$ cat config.mk
export PLATFORM = sky130hd
export DESIGN_NAME = fetch_unit
export DESIGN_NICKNAME = d
export VERILOG_FILES = /design/src/rtl/fetch_pkg.sv /design/src/rtl/fetch_fifo.sv /design/src/rtl/fetch_unit.sv
export SDC_FILE = /design/constraint.sdc
export NUM_CORES = 1
export LEC_CHECK = 0
export ABC_AREA = 1
export CAP_MARGIN = 20
export CORE_MARGIN = 10
export CORE_UTILIZATION = 59
export DETAILED_ROUTE_END_ITERATION = 8
export GPL_TIMING_DRIVEN = 0
export PLACE_DENSITY_LB_ADDON = 0.15
export SYNTH_ARGS = -nofsm -noshare
export SYNTH_HDL_FRONTEND = slang
export SYNTH_HIERARCHICAL = 1
export SYNTH_SLANG_ARGS = --single-unit
$ cat constraint.sdc
create_clock -name i_clk -period 14.49 [get_ports i_clk]
set_input_delay 4.347 -clock i_clk [delete_from_list [all_inputs] [get_ports i_clk]]
set_output_delay 4.347 -clock i_clk [all_outputs]
set_load 0.01 [all_outputs]
$ cat src/rtl/fetch_pkg.sv
// Shared types and constants for the instruction-fetch front end.
//   fetch_entry_t : one buffered fetch {inst, pc, trap}
//   fetch_state_e : RUN (fetching) / TRAP (holding a misaligned-redirect marker)
//   INST_NOP      : canonical bubble (addi x0,x0,0) for downstream stages
package fetch_pkg;

  typedef struct packed {
    logic [31:0] inst;
    logic [31:0] pc;
    logic        trap;
  } fetch_entry_t;

  typedef enum logic {
    RUN  = 1'b0,
    TRAP = 1'b1
  } fetch_state_e;

  localparam logic [31:0] INST_NOP = 32'h0000_0013;

  function automatic logic is_aligned(input logic [31:0] addr);
    return addr[1:0] == 2'b00;
  endfunction

endpackage

$ cat src/rtl/fetch_fifo.sv
// In-order fetch buffer with wrap-around pointers.
//   clk, rst   : clock, synchronous active-high reset
//   push       : write push_data at the tail
//   pop        : retire the head entry
//   flush      : empty the buffer; a same-cycle push lands as the only entry
//   count      : occupancy, $clog2(DEPTH)+1 bits
//   head       : entry at the head (undefined while count==0)
import fetch_pkg::*;

module fetch_fifo #(
  parameter int unsigned DEPTH = 2,
  localparam int unsigned AW   = $clog2(DEPTH),
  localparam int unsigned CW   = AW + 1
) (
  input  logic         clk,
  input  logic         rst,
  input  logic         push,
  input  fetch_entry_t push_data,
  input  logic         pop,
  input  logic         flush,
  output logic [CW-1:0] count,
  output fetch_entry_t head
);

  fetch_entry_t    mem [DEPTH];
  logic [AW-1:0]   rd_ptr;
  logic [AW-1:0]   wr_ptr;
  logic [AW-1:0]   wr_idx;

  // A push that coincides with a flush restarts the buffer at slot 0.
  assign wr_idx = flush ? '0 : wr_ptr;

  always_ff @(posedge clk) begin
    if (push && !rst) begin
      mem[wr_idx] <= push_data;
    end
  end

  always_ff @(posedge clk) begin
    if (rst) begin
      rd_ptr <= '0;
      wr_ptr <= '0;
      count  <= '0;
    end else if (flush) begin
      rd_ptr <= '0;
      wr_ptr <= push ? AW'(1) : '0;
      count  <= push ? CW'(1) : '0;
    end else begin
      if (push) wr_ptr <= wr_ptr + AW'(1);
      if (pop)  rd_ptr <= rd_ptr + AW'(1);
      count <= count + CW'(push) - CW'(pop);
    end
  end

  assign head = mem[rd_ptr];

endmodule

$ cat src/rtl/fetch_unit.sv
// Decoupled instruction-fetch front end feeding decode.
//   i_clk, i_rst       : clock, synchronous active-high reset
//   o_imem_raddr/ren   : fetch request (word aligned), accepted when i_imem_ready
//   i_imem_valid/rdata : in-order response stream
//   o_inst_valid/inst/inst_pc/inst_trap : buffered head to decode
//   i_inst_ready       : decode consumes the head
//   i_redirect/_pc     : flush and refetch from a new PC
import fetch_pkg::*;

module fetch_unit #(
  parameter logic [31:0] RESET_ADDR = 32'h0000_0000,
  parameter int unsigned FIFO_DEPTH = 2
) (
  input  logic        i_clk,
  input  logic        i_rst,
  output logic [31:0] o_imem_raddr,
  output logic        o_imem_ren,
  input  logic        i_imem_ready,
  input  logic        i_imem_valid,
  input  logic [31:0] i_imem_rdata,
  output logic        o_inst_valid,
  output logic [31:0] o_inst,
  output logic [31:0] o_inst_pc,
  output logic        o_inst_trap,
  input  logic        i_inst_ready,
  input  logic        i_redirect,
  input  logic [31:0] i_redirect_pc
);

  localparam int unsigned CW = $clog2(FIFO_DEPTH) + 1;

  fetch_state_e  state;
  logic [31:0]   fetch_pc;
  logic [31:0]   resp_pc;
  logic [CW-1:0] inflight;
  logic [CW-1:0] drop;
  logic          live;

  logic [CW-1:0] fifo_count;
  fetch_entry_t  fifo_head;
  fetch_entry_t  push_data;
  logic [CW:0]   occupancy;
  logic          credit;
  logic          accept;
  logic          resp_keep;
  logic          misaligned;
  logic          push;
  logic          pop;

  // Requests in flight plus buffered words bound the buffer, so responses are never refused.
  assign occupancy  = {1'b0, inflight} + {1'b0, fifo_count};
  assign credit     = occupancy < (CW + 1)'(FIFO_DEPTH);
  // live holds off issue for the first cycle after reset.
  assign o_imem_ren = live && (state == RUN) && !i_redirect && credit;
  assign o_imem_raddr = fetch_pc & ~32'h3;
  assign accept     = o_imem_ren && i_imem_ready;

  assign misaligned = !is_aligned(i_redirect_pc);
  assign resp_keep  = i_imem_valid && !i_redirect && (drop == '0);
  assign push       = resp_keep || (i_redirect && misaligned);
  assign pop        = o_inst_valid && i_inst_ready && !i_redirect;

  always_comb begin
    push_data = '{inst: i_imem_rdata, pc: resp_pc, trap: 1'b0};
    if (i_redirect) begin
      push_data = '{inst: '0, pc: i_redirect_pc, trap: 1'b1};
    end
  end

  fetch_fifo #(
    .DEPTH(FIFO_DEPTH)
  ) u_fifo (
    .clk      (i_clk),
    .rst      (i_rst),
    .push     (push),
    .push_data(push_data),
    .pop      (pop),
    .flush    (i_redirect),
    .count    (fifo_count),
    .head     (fifo_head)
  );

  always_ff @(posedge i_clk) begin
    if (i_rst) begin
      state    <= RUN;
      fetch_pc <= RESET_ADDR;
      resp_pc  <= RESET_ADDR;
      inflight <= '0;
      drop     <= '0;
      live     <= 1'b0;
    end else begin
      live     <= 1'b1;
      inflight <= inflight + CW'(accept) - CW'(i_imem_valid);
      if (i_redirect) begin
        // Everything still outstanding after this cycle belongs to the old stream.
        drop     <= inflight - CW'(i_imem_valid);
        fetch_pc <= i_redirect_pc;
        resp_pc  <= i_redirect_pc;
        state    <= misaligned ? TRAP : RUN;
      end else begin
        if (accept) fetch_pc <= fetch_pc + 32'd4;
        if (i_imem_valid) begin
          if (drop != '0) drop    <= drop - CW'(1);
          else            resp_pc <= resp_pc + 32'd4;
        end
      end
    end
  end

  assign o_inst_valid = fifo_count != '0;
  assign o_inst       = o_inst_valid ? fifo_head.inst : '0;
  assign o_inst_pc    = o_inst_valid ? fifo_head.pc   : '0;
  assign o_inst_trap  = o_inst_valid && fifo_head.trap;

endmodule

# --- Word-level counts from Yosys, hierarchy flattened ---
# Memories as Yosys holds them, arrays and structs flattened. A register that Yosys moved wholly into a read port is not among the register bits.
# Cells that the tools add are included.
classes:
  div: 0
  muxes: 23
  n_shift: 0
  n_bitwise: 1
  reduce_logical: 26
  n_mul: 0
  eq_ne: 1
  order_cmp: 1
  add_sub_neg: 11
op_table:
  columns: ["operator", "n"]
  rows:
  - ["$mux 32", 7]
  - ["$mux 65", 1]
  - ["$add 32x3->32 const B", 2]
  - ["$reduce_bool 2->1", 6]
  - ["$logic_and 1x1->1", 11]
  - ["$mux 1", 11]
  - ["$mux 2", 4]
  - ["$sub 2x1->2", 3]
  - ["$add 2x1->2", 2]
  - ["$logic_not 2->1", 2]
  - ["$reduce_and 2->1", 2]
  - ["$add 2x2->3", 1]
  - ["$logic_not 1->1", 3]
  - ["$lt 3x2->1 const B", 1]
  - ["$add 1x1->1 const B", 2]
  - ["$ne 2x2->1 const B", 1]
  - ["$reduce_or 2->1", 1]
  - ["$sub 2x1->2 const B", 1]
  - ["$logic_or 1x1->1", 1]
  - ["$not 1->1", 1]
word_totals:
  ramBits: 130
  wordCells: 73
  register_bits: 74
  input_bits: 70
  latch_bits: 0
  out_inout_bits: 99
  memories: 1
  romBits: 0
memory_table:
  columns: ["name", "words", "width", "rd", "rd_clocked_by_memory_dff", "write_ports", "line_no", "source"]
  rows:
  - ["u_fifo.mem", 2, 65, 1, 1, 1, "fetch_fifo.sv:25", "fetch_entry_t mem [DEPTH];"]

# --- Logic depth before layout (Yosys ltp) ---
# Gate-level depths: netlist of the first run.
logic_depth:
  ltp_word: 7
  depth_mapped: 12
  depth_no_buf: 11

# --- By module ---
# Netlist of the first run, hierarchy kept.
by_module_without_submodules:
  columns: ["mod", "n_inst", "area_per_inst_um2", "cells_per_inst", "seq_area_each_um2"]
  rows:
  - ["fetch_unit", 1, 5535.3, 983, 1361.3]
  - ["fetch_fifo", 1, 5132.4, 235, 4003.8]

# --- Worst setup path after synthesis of the first run ---
# Ideal clock, no wire load.
synth_timing:
  path_type: "input to register"
  startpoint: "input i_redirect"
  endpoint: "memory u_fifo/mem[1][0] (netlist bit) (enable)"
  arrival_time_ps: 9671
  required_ps: 13922
  path_slack_ps: 4251
  stages: 8
  n_path_buf: 3
  setup_time_ps: 568
  path_cell_list: "buf_6 buf_2 buf_2 nand2_1 nand2_1 o21bai_1 nand2_1 nor3_1"
synth_between:
  elab_chain_len: 7
  elab_cells_between_ends: 9
  classes_between: "mux: 3; reduce/logical: 6"
synth_rtl:
  columns: ["element", "line_no", "source"]
  rows:
  - ["from (decl)", "fetch_unit.sv:26", "input logic i_redirect,"]
  - ["$logic_not 1->1", "fetch_unit.sv:59", "assign resp_keep = i_imem_valid && !i_redirect && (drop == '0);"]
  - ["$logic_and 1x1->1 (2 in a row)", "fetch_unit.sv:59", null]
  - ["$logic_or 1x1->1 *", "fetch_unit.sv:60", "assign push = resp_keep || (i_redirect && misaligned);"]
  - ["via push", "fetch_unit.sv:47", "logic push;"]
  - ["$logic_and 1x1->1 *", "fetch_fifo.sv:34", "if (push && !rst) begin"]
  - ["$mux 1 *", "fetch_fifo.sv:34", null]
  - ["$mux 1 (implied by the code) *", "fetch_fifo.sv:35", "mem[wr_idx] <= push_data;"]
  - ["to (decl)", "fetch_fifo.sv:25", null]
# The timed path passes the listed nets; every way through them passes the cells marked *.

# --- Worst setup path after layout of the first run ---
layout_timing:
  startpoint: "input i_redirect"
  endpoint: "output o_imem_ren"
layout_between:
  elab_chain_len: 3
layout_rtl:
  columns: ["element", "line_no", "source"]
  rows:
  - ["$logic_not 1->1", "fetch_unit.sv:54", "assign o_imem_ren = live && (state == RUN) && !i_redirect && credit;"]
  - ["$logic_and 1x1->1 (2 in a row)", "fetch_unit.sv:54", null]
  - ["to (decl)", "fetch_unit.sv:17", "output logic o_imem_ren,"]
# No other way between the ends.

==> summary.txt, run 1 <==
syn avg cell area: 8.758 um2
Layout area overhead: 26.11%
Synth area leaders: edfxtp_1, dfxtp_1, nand2_1
Main synth FF type: edfxtp_1
WL per Instance: 17.79 um
number of port buffers: 166
sequential area share after synthesis: 0.5029
count of flip-flops with a built-in enable after synthesis: 130
vias in the first global route: 8857
crit path from: i_redirect
cells on worst reg2reg path: 10
H-tree levels: 1
starting density of the core: 0.5959
largest net degree at the start of global routing: 33
count leader, synth: nand2_1
Yosys warnings: 6
Post-synth top cells: nand2_1, inv_1, nor2_1
hold path cells: 2
grt ovf: 0
switching portion of total power: 0.2574
via-per-instance ratio: 5.363
Tmin final: 10.45 ns
Int Power: 1.104 mW
HPWL after DPL: 21890 um
final non-filler cell total: 1660
core area: 0.01790 mm2
pwr/cell area: 110.5 mW/mm2
area share of the largest cell type after synthesis: 0.3659
fillers: 1333
final setup fails: 0
# DRC: 0
Final Hold Viols: 0
hold endpoint: resp_pc[0]$_SDFFE_PP0P_
synth unique cells: 49
Seq pwr share: 0.452
RSZ-0062 raised after global routing: false
Worst setup EP type: output pin
clock group share of total power: 0.373
Nets: 1495
max-slew violations: 0
CTS resizes: 0
Post-DP Area: 0.01274 mm2
sw power: 0.3826 mW
#FFs+latches synth: 203
DP Cell Count: 1622
clk slew on worst S/H paths: 0.06 ns
Sinks on Clock Net: 203
Worst Setup Path Type: input pin to output pin
Setup TNS Final: 0 ns
startpoint types: input pin
ys async rst share: 0
post-route ant nets: 0
n_diodes: 0
Fin Hold WS: 0.5059 ns
Reg-to-Reg End: u_fifo/mem[1][30]$_DFFE_PP_
Top Ports: 169
post-CTS setup buffers: 0
FF-to-FF setup slack: 11.86 ns
hold buffer count at cts: 0
clk buf depth: 3
Final Skew: 0.008727 ns
Vias: 8902
Worst Min Path Start: resp_pc[0]$_SDFFE_PP0P_
Worst slew margin: 0.4747
Placer Congestion: 1.009
total CTS buffers: 21
Lkg Pwr: 5.568 nW
Rows: 49
finished layout cell area: 0.01345 mm2
Achievable Freq: 0.09573 GHz
Max IR drop VDD: 91.34 uV
layout cells sized above 1: 0.1237
full die area: 0.02386 mm2
first-pass GRT wire length: 46970 um
crit-path max FO: 9
Routed WL: 29530 um
first-pass iteration count of the detailed router: 5
data arrival time of the worst path: 6.10 ns
die height: 154.5 um
Tot GR Track Use: 0.2415
CTS tree: done
clk_lat worst skew: 0.50 ns
Reg2Reg Launch Point: drop[0]$_SDFFE_PP0P_
die width: 154.5 um
area leader, netlist: edfxtp_1
synthesized area: 0.01067 mm2
initial antenna violation count: 0
Synth Instances: 1218
required time worst endpoint: 10.14 ns
worst min path class: flip-flop to flip-flop
Tcrit/Tclk final: 0.7209
Slew @ Worst Pin: 0.7880 ns
Detailed Route Iter0 Violations: 626
Comb pwr share: 0.175
status: finished clean
clk root buf: clkbuf_16
# Max-Cap Violations: 0
## critical path, stage by stage
cell	delay, ns
clkdlybuf4s50_1	0.56
buf_6	0.23
inv_6	0.11
nand2_2	0.08
nor4_1	0.18
clkdlybuf4s50_1	0.59
## how the worst max path moves through the flow
stage                                        endpoint  slack, ns
final                                      o_imem_ren       4.04
after global routing                       o_imem_ren       3.95
after CTS                                  o_imem_ren       4.02
after detailed placement                   o_imem_ren       4.03
after global placement    u_fifo/mem[1][41]$_DFFE_PP_       0.73
after floorplan            u_fifo/mem[1][0]$_DFFE_PP_       4.25
## power by group through the flow
stage / Combinational, mW / Clock, mW / Sequential (mW)
after floorplan: 0.134 / 0 / 0.683
after global placement: 0.249 / 0 / 0.685
after detailed placement: 0.259 / 0 / 0.684
after CTS: 0.262 / 0.557 / 0.672
after global routing: 0.284 / 0.581 / 0.676
final: 0.260 / 0.554 / 0.673
## state kept, by name, indices dropped and copies added (netlist names), named ones only
signal and count:
state 1, fetch_pc 30, u_fifo/wr_ptr 1, u_fifo/mem 130
resp_pc 32, u_fifo/count 2, live 1, drop 2
inflight 2, u_fifo/rd_ptr 1
## placed cells by master (no fill, tap or decap), types with 15 or more instances in the layout
cell type / count
nand3_1: 71
mux2_2: 15
nand2_1: 232
o21ai_0: 45
inv_1: 212
clkbuf_1: 16
clkdlybuf4s50_1: 166
a21oi_1: 57
clkbuf_16: 22
mux2_4: 50
dfxtp_1: 73
nor2_1: 159
edfxtp_1: 130
buf_2: 18
## layout make-up
class,count,area (um2),area share
Tap cell,229,286.5,0.02130
Sequential cell,203,5365,0.3988
Buffer,46,274.0,0.02037
Multi-Input combinational cell,753,4225,0.3141
Inverter,217,819.5,0.06092
Timing Repair Buffer,174,1773,0.1318
Clock buffer,31,616.8,0.04585
Clock inverter,7,92.59,0.006882
## through the flow
step                        util  setup slack, ns  total power, mW
after floorplan                -            4.251           0.8168
after global placement    0.7049           0.7343           0.9340
after detailed placement  0.7118            4.032           0.9432
after CTS                 0.7515            4.022            1.491
after global routing      0.7515            3.946            1.541
final                     0.7515            4.044            1.487
## layer usage
| layer | up-vias | share of wire | track usage |
|---|---|---|---|
| li1 | 4321 | - | - |
| met4 | 0 | 0.028 | 0.08007 |
| met2 | 380 | 0.48 | 0.4073 |
| met1 | 4144 | 0.41 | 0.3052 |
| met5 | - | 0 | 0 |
| met3 | 57 | 0.078 | 0.04576 |
## cells by family after synthesis
family          count (synthesis)  synth area share
other cells                     1         0.0003515
mux                            65           0.08621
flops                         203            0.5029
buf+inv                       263            0.1025
xor+xnor                        8          0.006568
compound gates                139           0.07213
simple gates                  530            0.2180
fa+ha+maj                       9           0.01126
No activity file was read; power rests on OpenSTA's default activity.
==> run 2: changes to the inputs <==
Settings changed: CORE_UTILIZATION 59 to 54.
Clock period 14.49 ns to 10.2 ns, I/O delays scaled along.
==> run 2 against run 1 <==
First-iteration DRC count grew 5.6%. Sequential power rose by 42%. Count of clock-buffer cells in the layout decreased by 4. Core utilization shrank 5.7 points. Cell count increased by 2.3%. Critical path depth unchanged. Die area up 8.0%. Flip-flop and latch count stayed put. Via count decreased by 1.3%. Critical path type unchanged. Critical endpoint unchanged.
==> summary.txt, run 2 (synthesized netlist as in run 1, its figures left out) <==
Routed WL: 29450 um (was 29530 um)
hold endpoint: resp_pc[0]$_SDFFE_PP0P_ (unchanged)
clk buf depth: 3 (unchanged)
Nets: 1497 (was 1495)
Layout area overhead: 26.78% (was 26.11%)
final setup fails: 0 (unchanged)
CP peak stage delay: 0.59 ns (about the same)
via-per-instance ratio: 5.170 (was 5.363)
full die area: 0.02578 mm2 (was 0.02386 mm2)
Reg with most FFs: u_fifo/mem (unchanged)
Tmin final: 7.821 ns
status: finished clean (unchanged)
Worst Setup Path Type: input pin to output pin (unchanged)
# DRC: 0 (unchanged)
starting density of the core: 0.5481 (was 0.5959)
required time worst endpoint: 7.14 ns (was 10.14 ns)
Tcrit/Tclk final: 0.7667
finished layout cell area: 0.01352 mm2 (was 0.01345 mm2)
Worst setup EP type: output pin (unchanged)
hold buffer count at cts: 0 (unchanged)
Tot GR Track Use: 0.2236 (was 0.2415)
H-tree levels: 1 (unchanged)
delay-heaviest family, CP: buffers and inverters (unchanged)
data arrival time of the worst path: 4.76 ns (was 6.10 ns)
critical path's slowest cell: clkdlybuf4s50_1 (unchanged)
core area: 0.01946 mm2 (was 0.01790 mm2)
vias in the first global route: 8724 (was 8857)
# Max-Cap Violations: 0 (unchanged)
post-route ant nets: 0 (unchanged)
fillers: 1557 (was 1333)
most used cell, CP: clkdlybuf4s50_1 (unchanged)
Reg2Reg Launch Point: drop[0]$_SDFFE_PP0P_ (unchanged)
Worst slew margin: 0.4734 (was 0.4747)
FF-to-FF setup slack: 7.56 ns (was 11.86 ns)
Reg-to-Reg End: u_fifo/mem[1][42]$_DFFE_PP_ (was u_fifo/mem[1][30]$_DFFE_PP_)
grt ovf: 0 (unchanged)
worst-path cell chain: clkdlybuf4s50_1, buf_6, inv_6, nand2_2, nor4_1, clkdlybuf4s50_1 (unchanged)
first-pass iteration count of the detailed router: 6 (was 5)
Final Hold Viols: 0 (unchanged)
Placer Congestion: 0.9452 (was 1.009)
die width: 160.6 um (was 154.5 um)
number of port buffers: 166 (unchanged)
post-CTS setup buffers: 0 (unchanged)
die height: 160.6 um (was 154.5 um)
first-pass GRT wire length: 46850 um (was 46970 um)
CTS resizes: 0 (unchanged)
Max IR drop VDD: 136.0 uV (was 91.34 uV)
Rows: 51 (was 49)
number of flip-flops in the largest register: 130 (unchanged)
RSZ-0062 raised after global routing: false (unchanged)
Achievable Freq: 0.1279 GHz
WL per Instance: 17.33 um (was 17.79 um)
startpoint types: input pin (unchanged)
max-slew violations: 0 (unchanged)
layout cells sized above 1: 0.1262 (was 0.1237)
DP Cell Count: 1659 (was 1622)
Sinks on Clock Net: 203 (unchanged)
clk root buf: clkbuf_16 (unchanged)
Final Skew: 0.01679 ns (was 0.008727 ns)
Post-DP Area: 0.01280 mm2 (was 0.01274 mm2)
crit-path max FO: 9 (unchanged)
Top Ports: 169 (unchanged)
Slew @ Worst Pin: 0.7898 ns (was 0.7880 ns)
pwr/cell area: 156.6 mW/mm2 (was 110.5 mW/mm2)
Multi-input gate area: 0.004225 mm2 (unchanged)
area taken by flip-flops and latches: 0.005365 mm2 (unchanged)
cells on worst reg2reg path: 11 (was 10)
leading cell type in the layout, fill and taps excluded: nand2_1 (unchanged)
clk slew on worst S/H paths: 0.06 ns (about the same)
Vias: 8783 (was 8902)
Lkg Pwr: 5.578 nW (was 5.568 nW)
worst min path class: flip-flop to flip-flop (unchanged)
n_diodes: 0 (unchanged)
HPWL after DPL: 22210 um (was 21890 um)
largest net degree at the start of global routing: 29 (was 33)
Detailed Route Iter0 Violations: 661 (was 626)
hold path cells: 2 (unchanged)
final non-filler cell total: 1699 (was 1660)
CTS tree: done (unchanged)
total CTS buffers: 22 (was 21)
most frequent cells in the layout: nand2_1, inv_1, clkdlybuf4s50_1, nor2_1, edfxtp_1 (unchanged)
Worst Min Path Start: resp_pc[0]$_SDFFE_PP0P_ (unchanged)
initial antenna violation count: 0 (unchanged)
Buf/Inv on CP: 4 (unchanged)
Largest regs: u_fifo/mem x130, resp_pc x32, fetch_pc x30 (unchanged)
clk_lat worst skew: 0.51 ns (was 0.50 ns)
==> run 2: cell types whose count changed in the layout (fill, tap and decap cells not counted), moves of 2 or more <==
| cell | previous run | this run |
|---|---|---|
| buf_6 | 14 | 16 |
| clkbuf_1 | 16 | 13 |
| clkbuf_2 | 2 | 0 |
| clkinv_1 | 2 | 4 |
| clkinv_2 | 2 | 4 |
| clkinv_4 | 0 | 3 |
==> run 2: layout make-up <==
| type | instances | area share |
|---|---|---|
| tap | 265 | 0.02452 |
| clock inverter | 13 | 0.007956 |
| timing repair buffer | 175 | 0.1316 |
| multi-input combinational | 753 | 0.3124 |
| sequential | 203 | 0.3967 |
| inverter | 217 | 0.06060 |
| buffer | 46 | 0.02026 |
| clock buffer | 27 | 0.04589 |
==> run 2: worst max-delay path by stage <==
stage	startpoint	endpoint	slack (ns)	cells past startpoint
final	i_redirect	o_imem_ren	2.38	6
after CTS	i_redirect	o_imem_ren	2.37	6
after detailed placement	i_redirect	o_imem_ren	2.37	6
after global routing	i_redirect	o_imem_ren	2.27	6
after global placement	i_redirect	u_fifo/mem[1][38]$_DFFE_PP_	-2.30	9
after floorplan	i_redirect	u_fifo/mem[1][0]$_DFFE_PP_	1.25	8
==> run 2: routing by layer <==
| metal | global-route usage | wire length, um | part of all wire | vias up |
|---|---|---|---|---|
| met4 | 0.07053 | 673 | 0.023 | 0 |
| met1 | 0.2879 | 12740 | 0.43 | 4050 |
| met5 | 0 | 0 | 0 | - |
| met2 | 0.3720 | 13760 | 0.47 | 350 |
| met3 | 0.04294 | 2283 | 0.078 | 42 |
| li1 | - | - | - | 4341 |
==> run 2: through the flow <==
| step | hold WS [ns] | setup slack (ns) | util | power, mW | TNS [ns] |
|---|---|---|---|---|---|
| final | 0.4817 | 2.379 | 0.6949 | 2.118 | 0 |
| after global routing | 0.5034 | 2.266 | 0.6949 | 2.205 | 0 |
| after CTS | 0.4797 | 2.368 | 0.6949 | 2.128 | 0 |
| after detailed placement | 0.4702 | 2.369 | 0.6575 | 1.340 | 0 |
| after global placement | 0.4591 | -2.304 | 0.6507 | 1.329 | -149.43 |
| after floorplan | 0.4471 | 1.248 | - | 1.160 | 0 |
==> run 2: worst reg2reg max path: cells and delay by family, from the launching register on <==
| family | cells | cell delay (ns) |
|---|---|---|
| flops | 1 | 0.30 |
| compound gates | 1 | 0.28 |
| fa+ha+maj | 1 | 0.17 |
| simple gates | 3 | 0.63 |
| buf+inv | 6 | 0.98 |
==> run 2: power breakdown <==
part           switching [mW]  internal (mW)
logic                   0.195          0.173
registers              0.0307          0.924
clock network           0.334          0.461
